**src/rtl/sim_sd_responder.sv**
```systemverilog
// Simulation responder for the sd_rd/sd_wr/sd_ack sector handshake.
// Streams 512-byte sectors between an image-store port and requester buffers.
module sim_sd_responder #(
    parameter int VDNUM     = 2,
    parameter int IMG_AW    = 24,
    parameter int ACK_DELAY = 4,
    parameter int BYTE_GAP  = 1
) (
    input  logic                clk_sys,
    input  logic                reset,
    input  logic [VDNUM-1:0]    sd_rd,
    input  logic [VDNUM-1:0]    sd_wr,
    input  logic [32*VDNUM-1:0] sd_lba,
    output logic [VDNUM-1:0]    sd_ack,
    output logic [8:0]          sd_buff_addr,
    output logic [7:0]          sd_buff_dout,
    input  logic [8*VDNUM-1:0]  sd_buff_din,
    output logic                sd_buff_wr,
    input  logic                mount_strobe,
    input  logic [1:0]          mount_drive,
    input  logic [63:0]         mount_size,
    input  logic                mount_ro,
    output logic [VDNUM-1:0]    img_mounted,
    output logic [63:0]         img_size,
    output logic                img_readonly,
    output logic [1:0]          img_drive,
    output logic [IMG_AW-1:0]   img_addr,
    output logic                img_rd,
    input  logic [7:0]          img_q,
    output logic                img_we,
    output logic [7:0]          img_d
);

    typedef enum logic [3:0] {
        S_IDLE, S_ACKWAIT, S_RD_FETCH, S_RD_PUT,
        S_WR_ADDR, S_WR_WAIT, S_WR_CAP, S_GAP, S_DONE
    } state_t;

    state_t           state_q, state_d;
    logic [1:0]       drv_q, drv_d;
    logic             rd_q, rd_d;
    logic [31:0]      lba_q, lba_d;
    logic [63:0]      size_q, size_d;
    logic             ro_q, ro_d;
    logic [8:0]       idx_q, idx_d;
    logic [15:0]      cnt_q, cnt_d;
    logic [VDNUM-1:0] ack_q, ack_d;
    logic [VDNUM-1:0] mnt_q;
    logic [63:0]      isize_q;
    logic             iro_q;
    logic [63:0]      dsize_q [VDNUM];
    logic [VDNUM-1:0] dro_q;

    logic       valid;
    logic       byte_end;
    logic       next_byte;
    logic [7:0] din_sel;

    // Partial trailing sectors count as out of range.
    assign valid = {32'd0, lba_q} < (size_q >> 9);

    assign sd_ack       = ack_q;
    assign img_mounted  = mnt_q;
    assign img_size     = isize_q;
    assign img_readonly = iro_q;
    assign img_drive    = drv_q;

    always_comb begin
        din_sel = 8'd0;
        for (int n = 0; n < VDNUM; n++) begin
            if (drv_q == 2'(n)) din_sel = sd_buff_din[8*n +: 8];
        end
    end

    always_comb begin
        state_d      = state_q;
        drv_d        = drv_q;
        rd_d         = rd_q;
        lba_d        = lba_q;
        size_d       = size_q;
        ro_d         = ro_q;
        idx_d        = idx_q;
        cnt_d        = cnt_q;
        ack_d        = ack_q;
        byte_end     = 1'b0;
        next_byte    = 1'b0;
        sd_buff_addr = 9'd0;
        sd_buff_dout = 8'd0;
        sd_buff_wr   = 1'b0;
        img_addr     = '0;
        img_rd       = 1'b0;
        img_we       = 1'b0;
        img_d        = 8'd0;
        unique case (state_q)
            S_IDLE: begin
                // Downward scan so the lowest requesting drive wins.
                for (int n = VDNUM - 1; n >= 0; n--) begin
                    if (sd_rd[n] | sd_wr[n]) begin
                        drv_d   = 2'(n);
                        rd_d    = sd_rd[n];
                        lba_d   = sd_lba[32*n +: 32];
                        size_d  = dsize_q[n];
                        ro_d    = dro_q[n];
                        cnt_d   = 16'd0;
                        state_d = S_ACKWAIT;
                    end
                end
            end
            S_ACKWAIT: begin
                if (cnt_q == 16'(ACK_DELAY - 1)) begin
                    for (int n = 0; n < VDNUM; n++) begin
                        ack_d[n] = (drv_q == 2'(n));
                    end
                    idx_d   = 9'd0;
                    state_d = rd_q ? S_RD_FETCH : S_WR_ADDR;
                end else begin
                    cnt_d = cnt_q + 16'd1;
                end
            end
            S_RD_FETCH: begin
                sd_buff_addr = idx_q;
                img_addr     = IMG_AW'({lba_q, idx_q});
                img_rd       = valid;
                state_d      = S_RD_PUT;
            end
            S_RD_PUT: begin
                sd_buff_addr = idx_q;
                sd_buff_dout = valid ? img_q : 8'd0;
                sd_buff_wr   = 1'b1;
                byte_end     = 1'b1;
            end
            S_WR_ADDR: begin
                sd_buff_addr = idx_q;
                state_d      = S_WR_WAIT;
            end
            S_WR_WAIT: begin
                sd_buff_addr = idx_q;
                state_d      = S_WR_CAP;
            end
            S_WR_CAP: begin
                sd_buff_addr = idx_q;
                img_addr     = IMG_AW'({lba_q, idx_q});
                img_d        = din_sel;
                img_we       = valid & ~ro_q;
                byte_end     = 1'b1;
            end
            S_GAP: begin
                sd_buff_addr = idx_q;
                if (cnt_q == 16'(BYTE_GAP - 1)) next_byte = 1'b1;
                else cnt_d = cnt_q + 16'd1;
            end
            S_DONE: begin
                state_d = S_IDLE;
            end
            default: state_d = S_IDLE;
        endcase
        if (byte_end) begin
            if (BYTE_GAP > 0) begin
                cnt_d   = 16'd0;
                state_d = S_GAP;
            end else begin
                next_byte = 1'b1;
            end
        end
        if (next_byte) begin
            if (idx_q == 9'd511) begin
                ack_d   = '0;
                state_d = S_DONE;
            end else begin
                idx_d   = idx_q + 9'd1;
                state_d = rd_q ? S_RD_FETCH : S_WR_ADDR;
            end
        end
    end

    always_ff @(posedge clk_sys) begin
        if (reset) begin
            state_q <= S_IDLE;
            drv_q   <= 2'd0;
            rd_q    <= 1'b0;
            lba_q   <= 32'd0;
            size_q  <= 64'd0;
            ro_q    <= 1'b0;
            idx_q   <= 9'd0;
            cnt_q   <= 16'd0;
            ack_q   <= '0;
            mnt_q   <= '0;
            isize_q <= 64'd0;
            iro_q   <= 1'b0;
            dro_q   <= '0;
            for (int n = 0; n < VDNUM; n++) dsize_q[n] <= 64'd0;
        end else begin
            state_q <= state_d;
            drv_q   <= drv_d;
            rd_q    <= rd_d;
            lba_q   <= lba_d;
            size_q  <= size_d;
            ro_q    <= ro_d;
            idx_q   <= idx_d;
            cnt_q   <= cnt_d;
            ack_q   <= ack_d;
            mnt_q   <= '0;
            // Per-drive copies only; an in-flight transfer keeps size_q/ro_q.
            for (int n = 0; n < VDNUM; n++) begin
                if (mount_strobe && mount_drive == 2'(n)) begin
                    dsize_q[n] <= mount_size;
                    dro_q[n]   <= mount_ro;
                    mnt_q[n]   <= 1'b1;
                    isize_q    <= mount_size;
                    iro_q      <= mount_ro;
                end
            end
        end
    end

endmodule

```
**config.mk**
```make
export PLATFORM = sky130hd
export DESIGN_NAME = sim_sd_responder
export DESIGN_NICKNAME = d
export VERILOG_FILES = /design/src/rtl/sim_sd_responder.sv
export SDC_FILE = /design/constraint.sdc
export NUM_CORES = 1
export LEC_CHECK = 0
export CORE_ASPECT_RATIO = 0.6
export CORE_MARGIN = 5
export CORE_UTILIZATION = 68
export CTS_CLUSTER_DIAMETER = 100
export DETAILED_ROUTE_END_ITERATION = 16
export DONT_BUFFER_PORTS = 1
export GPL_TIMING_DRIVEN = 0
export PLACE_DENSITY = 0.84
export SLEW_MARGIN = 20
export SYNTH_ARGS = -nofsm -noshare
export SYNTH_HDL_FRONTEND = slang
export SYNTH_SLANG_ARGS = --single-unit
export TNS_END_PERCENT = 20
```
**constraint.sdc**
```tcl
create_clock -name clk_sys -period 11.99 [get_ports clk_sys]
set_input_delay 0.5995 -clock clk_sys [delete_from_list [all_inputs] [get_ports clk_sys]]
set_output_delay 0.5995 -clock clk_sys [all_outputs]
set_load 0.01 [all_outputs]
```
After elaboration in Yosys (flattened, before gate mapping)

Memory sizes are Yosys's and may differ from the RTL's.
Index checks and enable logic that the tools add are counted.

Equal/unequal tests: 17
Add/sub/neg operators: 2
Bitwise logic cells: 6
Order comparisons: 1
Multiplexer cells: 58
Reductions and logical operators: 17

Operators with widths:

| operator                                              | count |
|---|---|
| 2-to-1 mux 64 bit                                     | 6 |
| 2-to-1 mux 16 bit                                     | 4 |
| 2-to-1 mux 32 bit                                     | 2 |
| < comparator 32 x 55 -> 1 bit                         | 1 |
| case mux 16 bit (3 select lines)                      | 1 |
| 2-to-1 mux 9 bit                                      | 5 |
| 2-to-1 mux 8 bit                                      | 5 |
| 2-to-1 mux 24 bit                                     | 1 |
| 2-to-1 mux 4 bit                                      | 6 |
| case mux 4 bit (6 select lines)                       | 1 |
| 2-to-1 mux 1 bit                                      | 20 |
| adder 16 x 1 -> 16 bit (second input constant)        | 1 |
| equality test 16 x 2 -> 1 bit (second input constant) | 1 |
| equality test 4 x 3 -> 1 bit (second input constant)  | 4 |
| logical NOT 16 bit                                    | 1 |
| 2-to-1 mux 2 bit                                      | 6 |
| adder 9 x 1 -> 9 bit (second input constant)          | 1 |
| equality test 9 bit (second input constant)           | 1 |
| equality test 4 x 2 -> 1 bit (second input constant)  | 2 |
| OR reduction 2 bit                                    | 3 |
| OR reduction 6 bit                                    | 1 |
| != test 5 bit (second input constant)                 | 1 |
| equality test 2 x 1 -> 1 bit (second input constant)  | 2 |
| equality test 4 x 1 -> 1 bit (second input constant)  | 1 |
| 17 further kinds                                      | 24 |

Input port bits: 162
Memories: 1
RAM bits: 128
Flip-flop bits (word level): 200

Memory list:

| name    | depth | width | read ports | clocked after memory_dff | wr ports | line | source |
|---|---|---|---|---|---|---|---|
| dsize_q | 2     | 64    | 2          | 0                        | 2        | 51   | `logic [63:0] dsize_q [VDNUM];` |

Depth between registers and ports, before layout

Gate-level depths: netlist of the first run.

Depth in word-level cells: 6
Gate-level depth with buffers: 9

Worst setup path before layout of the first run

OpenSTA, ideal clock, no wires.

Path type: input -> register
Start: input port mount_drive[1]
End: memory dsize_q[1][36] (netlist: dsize_q[0][100]) (enable)
Path buffers: 0
Data required time: 11.444 ns
Path slack: 6.706 ns
Stages on the path: 2
Setup time: 0.546 ns
Arrival: 4.738 ns
Cell sequence: nand2b_1 o21ai_0

RTL lines:

| item            | line | source |
|---|---|---|
| start, declared | 20   | `input logic [1:0] mount_drive,` |
| end, declared   | 51   |  |

Final worst setup path of the first run

Start: register size_q[30]
End: output port img_we

Longest elaborated chain between the ends: 3

Ends and longest elaborated chain:

| item                          | line | source |
|---|---|---|
| start, declared               | 43   | `logic [63:0] size_q, size_d;` |
| start signal, assigned        | 197  | `size_q <= size_d;` |
| < comparator 32 x 55 -> 1 bit | 60   | `assign valid = {32'd0, lba_q} < (size_q >> 9);` |
| AND 1 bit                     | 144  | `img_we = valid & ~ro_q;` |
| 2-to-1 mux 1 bit              | 94   | `unique case (state_q)` |
| end, declared                 | 30   | `output logic img_we,` |

Every way passes these cells.

==> impl_summary.md, run 1 <==
Run status
The flow ran to the end, and the final reports show no timing, DRC or antenna violations.

Yosys
The number of nets produced by synthesis is 1415. In this run the cell area of the synthesized design comes to 12300 um2. The share of the Yosys chip area taken by registers is 57.7%. The average cell area after synthesis is 10.1 um2. Counting every instance in the synthesized netlist gives 1218. By area the synthesized netlist is led by sky130_fd_sc_hd__dfxtp_1, sky130_fd_sc_hd__edfxtp_1, sky130_fd_sc_hd__nand2_1.

Synthesis instantiated 48 different standard cells from the library. The number of flip-flops and latches in the synthesized netlist is 300. In this run, synthesis inferred 110 flip-flops with an integrated enable. The primary flip-flop cell chosen by synthesis mapping is sky130_fd_sc_hd__dfxtp_1. The biggest area contributor in the post-synthesis netlist is sky130_fd_sc_hd__dfxtp_1.

The number of warnings printed during yosys synthesis is 0. The most frequent cell after synthesis is sky130_fd_sc_hd__nand2_1. The commonest cells after synthesis are sky130_fd_sc_hd__nand2_1, sky130_fd_sc_hd__dfxtp_1, sky130_fd_sc_hd__nor2_1, sky130_fd_sc_hd__edfxtp_1, sky130_fd_sc_hd__and2_1. For this run, asynchronously set or reset flops after synthesis account for 0%. The top cell type's share of synthesized area is 30.9%.

Route
The detailed-route DRC error count is 0. Once detail routing completed, the nets flagged for antenna violations numbered 0. The final layout contains routed wiring with a total length of 33.6 mm. The count of vias placed by the detailed router is 9545. The average routed wire per standard cell is 22.2 um. The length of the first detailed-routing pass in iterations is 5. The violation count after the first detailed-routing iteration is 803.

Dividing the detail-routed via count by the number of cells gives 6.30.

Placed design
The wire-length estimate of the detail-placed layout is 24.3 mm. Including well taps, the total number of placed cells is 1464. The worst-case setup slack after placement is 8.72 ns. The congestion estimate from routability-driven global placement came to 0.908. In this run the tool buffered the top-level ports with 0 buffer cells.

Timing
The max-slew violation count came to 0. The final critical-path share of the clock period is 32.7%. For this run, the top clock speed supported by timing is 255 MHz. In the final timing run, aggregate negative setup slack is 0 ns. Setup slack closes at 8.07 ns. For the pin with the worst max-slew slack, the measured transition is 0.956 ns. Measured against its own limit, the worst slew margin works out to 36.3%. The final count of negative-setup-slack endpoints is 0.

Setup repair after global routing left no endpoint under its margin. The clock tree skew after final layout is 0.0258 ns. The number of endpoints with negative hold slack in the final report is 0. For the finished layout, the period the worst path requires is 3.92 ns.

Min path
The worst hold path belongs to the class input port to register.

Setup path
The count of cell instances traversed by the critical path is 8. The class of the most critical setup path is register to primary output. Traced cell by cell, the critical path runs through inv_1, ha_1, nand4_1, nor4_1, nand2_1, and4b_1, a21oi_1, nor3_1. For the worst flop-to-flop path, the logic depth is 7. Data on the critical path arrives at its endpoint at 3.32 ns.

The terminus of the critical flop-to-flop path is lba_q[31]. The critical path's top delay family is simple AND/OR/NAND/NOR gates. Counting both buffers and inverters, the worst setup path holds a total of 1. The category of the worst setup path launch point is a register. The critical-path maximum fanout is 10. The critical path startpoint is size_q[30].

The largest individual stage delay along the critical path comes from the cell sky130_fd_sc_hd__a21oi_1. The worst register-to-register path begins at state_q[3]. The sort of element at the end of the critical path is a primary output. The endpoint of the worst setup timing path is img_we. At the worst endpoint, the required time is 11.39 ns. For this run, the slowest stage of the critical path takes 0.73 ns.

The register-to-register setup slack is 9.10 ns.

CTS
In this run, post-CTS repair resized a total of 0 instances. For this design, the CTS-stage hold fixing added 0 buffers. The clock latency of the later-clocked register in the worst-skew pair is 0.54 ns.

After clock tree synthesis, the clock-pin slew on the worst setup and hold paths is 0.06 ns. Counting along the longest clock path gives a buffer depth of 3. The number of setup buffers added after CTS is 0. The CTS tree is built.

In this run the clock root is driven by a sky130_fd_sc_hd__clkbuf_16. The sink count of the clock tree is 300. The number of clock buffers inserted by TritonCTS is 27. The number of H-tree levels is 1.

Finish
The area growth from synthesis to layout is 11.0%. The number of standard cells in the final layout excluding fillers is 1514. The layout cell share with drive strength beyond 1 is 5.10%. The diode insertion count for antenna repair is 0. After the last flow step, the layout net total stands at 1450.

GRT
The via count of the first global-routing pass was 9197. The number of antenna violations at the first check in global routing came to 1. The global-route wire length before repair is 51.0 mm. The total global routing track utilization is 31.2%. Entering global routing, the biggest net connects 20 pins.

Summed over all layers, the global routing overflow is 0.

Run
The number of max-cap violations is 0.

Die
The area enclosed by the die boundary is 21000 um2. The region available for standard cell placement spans 17900 um2. 285 I/O pins were placed. The starting density of the core is 68.7%.

The height of the die is 114 um. The floorplan has 38 rows. The x dimension of the die is 184 um.

Power and ir drop
The worst-case IR drop observed on VDD is 137 uV. The leakage power of the design is 5.67 nW. For this design the ratio of total power to cell area is 239 nW/um2.
## routing by layer
metal	track usage, %	wire (um)	vias to the layer above	share of wire (%)
met3	6.79	3620	64	11
met5	0	11	-	0.033
met2	51.3	15700	558	47
met1	42.1	13400	4551	40
li1	-	-	4370	-
met4	9.50	857	2	2.6
## cells by family after synthesis
| group | count (synthesis) | share of synthesized area (%) |
|---|---|---|
| AND/OR/NAND/NOR | 528 | 19.9 |
| flip-flops | 300 | 57.7 |
| XOR/XNOR | 15 | 1.07 |
| other | 1 | 0.0304 |
| multiplexers | 13 | 1.08 |
| buffers and inverters | 119 | 3.75 |
| adder cells (fa/ha/maj) | 35 | 3.55 |
| AO/OA/AOI/OAI | 207 | 13.0 |
## through the flow
step	utilization (%)	hold slack (ns)	area [um2]	power (W)
floorplan	-	0.449	12300	0.00207
global placement	70.4	0.476	12600	0.00233
detailed placement	71.5	0.475	12800	0.00239
CTS	76.3	0.138	13700	0.00324
global route	76.3	0.135	13700	0.00344
finish	76.3	0.146	13700	0.00326
## cells in the final DEF, fill, tap and decap left out, types with 9 or more instances in the layout
cell type / n
sky130_fd_sc_hd__a21o_1: 56
sky130_fd_sc_hd__a21oi_1: 23
sky130_fd_sc_hd__a22o_1: 9
sky130_fd_sc_hd__a311oi_1: 88
sky130_fd_sc_hd__and2_1: 93
sky130_fd_sc_hd__buf_2: 9
sky130_fd_sc_hd__clkbuf_1: 68
sky130_fd_sc_hd__clkbuf_16: 27
sky130_fd_sc_hd__dfxtp_1: 190
sky130_fd_sc_hd__edfxtp_1: 110
sky130_fd_sc_hd__ha_1: 35
sky130_fd_sc_hd__inv_1: 41
sky130_fd_sc_hd__mux2i_1: 11
sky130_fd_sc_hd__nand2_1: 211
sky130_fd_sc_hd__nand3_1: 10
sky130_fd_sc_hd__nand4_1: 16
sky130_fd_sc_hd__nor2_1: 139
sky130_fd_sc_hd__nor3_1: 11
sky130_fd_sc_hd__nor4_1: 14
sky130_fd_sc_hd__o21ai_0: 9
sky130_fd_sc_hd__xnor2_1: 9
## registers in the layout (all words and copies together) (netlist names)
name	cells
cnt_q	16
dsize_q	110
size_q	55
img_size	64
dro_q	2
rd_q	1
ro_q	1
img_mounted	2
idx_q	9
img_readonly	1
sd_ack	2
state_q	4
lba_q	32
img_drive	1
## layout make-up
type	count	area, um2
multi-input combinational	799	4770
clock buffer	38	777
clock inverter	12	87.6
timing repair buffer	6	165
inverter	41	154
fill	1179	4250
tap	240	300
buffer	78	308
sequential	300	7110
## report_power, final
part           total, W  switching, W  internal, W
combinational  0.000997      0.000645     0.000353
clock          0.000842      0.000370     0.000473
sequential      0.00142      0.000156      0.00127
total           0.00326       0.00117      0.00209
## worst min path at each step
stage,endpoint,cells past startpoint,startpoint,slack (ns)
floorplan,dro_q[0],2,dro_q[0],0.45
global placement,ro_q,2,dro_q[0],0.48
detailed placement,dro_q[0],2,dro_q[0],0.48
CTS,img_mounted[0],1,mount_drive[0],0.14
global route,img_mounted[0],1,mount_drive[0],0.14
finish,img_mounted[0],1,mount_drive[0],0.15
Note: power is estimated with default switching activity, not from simulation.
==> inputs of run 2 (changes only) <==
--- a/config.mk
+++ b/config.mk
@@ -7,12 +7,12 @@
 export LEC_CHECK = 0
 export CORE_ASPECT_RATIO = 0.6
 export CORE_MARGIN = 5
-export CORE_UTILIZATION = 68
+export CORE_UTILIZATION = 57
 export CTS_CLUSTER_DIAMETER = 100
 export DETAILED_ROUTE_END_ITERATION = 16
 export DONT_BUFFER_PORTS = 1
 export GPL_TIMING_DRIVEN = 0
-export PLACE_DENSITY = 0.84
+export PLACE_DENSITY = 0.75
 export SLEW_MARGIN = 20
 export SYNTH_ARGS = -nofsm -noshare
 export SYNTH_HDL_FRONTEND = slang
==> constraint.sdc (replaced) <==
create_clock -name clk_sys -period 3.3 [get_ports clk_sys]
set_input_delay 0.165 -clock clk_sys [delete_from_list [all_inputs] [get_ports clk_sys]]
set_output_delay 0.165 -clock clk_sys [all_outputs]
set_load 0.01 [all_outputs]
==> impl_summary.md, run 2 (synthesis gave the netlist of run 1 again) <==
Run status
The run finished with clean final reports.

Route
In this run the remaining antenna-violating nets after routing total 0. The total wire length after detailed routing is 35.3 mm. The length of the first detailed-routing pass in iterations is 7.

After detailed routing, the number of remaining DRC violations is 0. The count of vias placed by the detailed router is 9880. After detailed routing, the number of vias per cell comes to 5.86.

Dividing the detail-routed wire length by the instance count gives 21.0 um. The violation count after the first detailed-routing iteration is 728.

GRT
The first global-routing pass estimated 53.7 mm of wire. Global routing finished with a remaining overflow of 0. The via count of the first global-routing pass came to 9847. The total global routing track utilization is 27.8%.

The number of antenna violations at the first check in global routing is 1. Entering global routing, the biggest net connects 23 pins.

Timing
The minimum clock period is 3.03 ns. The transition time at the pin with the least slew margin is 0.895 ns. Setup repair after global routing left no endpoint under its margin. Setup slack on the critical path of the routed design comes to 0.269 ns. The worst slew margin relative to its limit is 40.3%. The number of endpoints with negative hold slack in the final report is 0. The final count of negative-setup-slack endpoints is 0. For the final database, setup skew stands at 0.00949 ns. The hold slack is 0.0521 ns.

The max-slew violation count is 0. Dividing the final minimum period by the clock period gives 91.8%. The highest achievable clock rate is 330 MHz.

CTS
Counting the buffers created by CTS gives 27. The clock root buffer is sky130_fd_sc_hd__clkbuf_16. After clock tree synthesis, the clock-pin slew on the worst setup and hold paths is 0.06 ns. The post-CTS setup repair buffer count is 0. The clock latency of the later-clocked register in the worst-skew pair is 0.53 ns. The CTS tree is built. The clock drives 300 sinks. CTS built an H-tree with a depth of 1. In this run the deepest clock path goes through 3 buffers.

Finish
The number of flip-flops in the largest register is 110. The number of fill cells is 1501. In the layout the commonest cells are sky130_fd_sc_hd__nand2_1, sky130_fd_sc_hd__dfxtp_1, sky130_fd_sc_hd__nor2_1. Leaving out fill and tap cells, the most frequent cell in the layout is sky130_fd_sc_hd__nand2_1. Relative to the synthesized area, the layout overhead comes to 22.7%. Cells with a size suffix above 1 make up 4.91% of the layout. The number of standard cells in the final layout excluding fillers is 1685. The sequential cell area in the final layout is 7110 um2. In the final layout, the multi-input gates occupy 4790 um2. The number of nets in the finished design is 1581.

Counting flops per register, the top entry is dsize_q.

Power and ir drop
The combinational power share is 30.8%. Summed over all nets, the switching power comes to 0.00422 W. For this design the ratio of total power to cell area is 807 nW/um2. The leakage power of the design is 6.27 nW. The maximum ir drop on the vdd rail is 568 uV.

Net switching is 34.6% of the power. The cell-internal power is 0.00798 W. The share of total power dissipated in the clock network is 27.1%. The sequential share of power is 42.1%.

Setup path
The category of the worst setup path launch point is a register. For the worst setup path, the data required time is 3.13 ns. At the worst endpoint, the arrival time is 2.87 ns. The critical-path maximum fanout is 10. The sort of element at the end of the critical path is a primary output. The worst setup path is of the register to primary output kind.

Placed design
Before CTS, the worst setup slack after placement is 0.424 ns. During placement, the flow inserted port buffers numbering 0. Detailed placement ended at an HPWL of 24.5 mm. Including well taps, the total number of placed cells is 1502. The congestion estimate from routability-driven global placement came to 0.897.

Run
Max-cap violations in this run came to 0.

Min path
The min-delay analysis places its worst path in the category input port to register.

Die
The x dimension of the die is 200 um. For this configuration, the core starts out at a cell density of 58.3%. The site row count is 41. The placeable core region is 21100 um2.

The area enclosed by the die boundary is 24700 um2. The top-level I/O count is 285. The height of the die is 124 um.
[run 2: cell count changes in the layout (fill, tap and decap cells not counted), sizes merged]
| cell | before | now |
|---|---|---|
| clkinvlp | 2 | 0 |
| clkinv | 8 | 3 |
| buf | 21 | 20 |
| bufinv | 1 | 2 |
| diode | 0 | 1 |
| clkbuf | 101 | 106 |
| inv | 42 | 43 |
| dlygate4sd3 | 0 | 132 |
[run 2: final cells by class]
class | count | share of cell area, %
Antenna cell | 1 | 0.0166
Inverter | 41 | 1.02
Sequential cell | 300 | 47.0
Tap cell | 279 | 2.31
Buffer | 78 | 2.04
Clock buffer | 43 | 5.68
Multi-Input combinational cell | 799 | 31.7
Timing Repair Buffer | 137 | 9.65
Clock inverter | 7 | 0.604
[run 2: metal layers]
| layer | GRT usage (%) | share of wire (%) | wire length [um] |
|---|---|---|---|
| met1 | 38.9 | 44 | 15600 |
| met2 | 45.0 | 45 | 15900 |
| met3 | 5.22 | 8.0 | 2810 |
| met4 | 7.59 | 2.9 | 1030 |
| met5 | 0 | 0 | 0 |
[run 2: worst paths after layout]
kind | start | to | slack [ns] | depth (start not counted)
setup / recovery | size_q[30] | img_we | 0.27 | 8
hold / removal | mount_strobe | img_mounted[0] | 0.05 | 2
setup reg to reg | state_q[3] | lba_q[15] | 0.29 | 8
hold reg to reg | dro_q[1] | ro_q | 0.49 | 2
[run 2: timing repair]
item,CTS,global route
pin swaps,0,0
hold buffers,132,0
resized for setup,1,2
setup endpoints to repair,10,19
endpoints found under the hold margin,212,0
[run 2: stage by stage]
| step | util, % | total power (W) | setup TNS (ns) | instance area (um2) |
|---|---|---|---|---|
| after floorplan | - | 0.00753 | -5.48 | 12300 |
| after global placement | 59.9 | 0.00847 | -190.05 | 12700 |
| after detailed placement | 60.7 | 0.00863 | 0 | 12800 |
| after CTS | 71.5 | 0.0121 | 0 | 15100 |
| after global routing | 71.5 | 0.0129 | 0 | 15100 |
| final | 71.5 | 0.0122 | 0 | 15100 |
[run 2: worst max-delay path, stage by stage (launching register included)]
cell	delay [ns]
sky130_fd_sc_hd__dfxtp_1	0.34
sky130_fd_sc_hd__inv_1	0.06
sky130_fd_sc_hd__ha_1	0.31
sky130_fd_sc_hd__nand4_1	0.23
sky130_fd_sc_hd__nor4_1	0.50
sky130_fd_sc_hd__nand2_1	0.16
sky130_fd_sc_hd__and4b_1	0.26
sky130_fd_sc_hd__a21oi_4	0.30
sky130_fd_sc_hd__nor3_1	0.17
[run 2: power groups by stage]
stage	registers, W	logic, W	clock network [W]
finish	0.00514	0.00376	0.00330
global route	0.00521	0.00420	0.00352
CTS	0.00512	0.00367	0.00333
detailed placement	0.00519	0.00344	0
global placement	0.00518	0.00329	0
floorplan	0.00499	0.00254	0
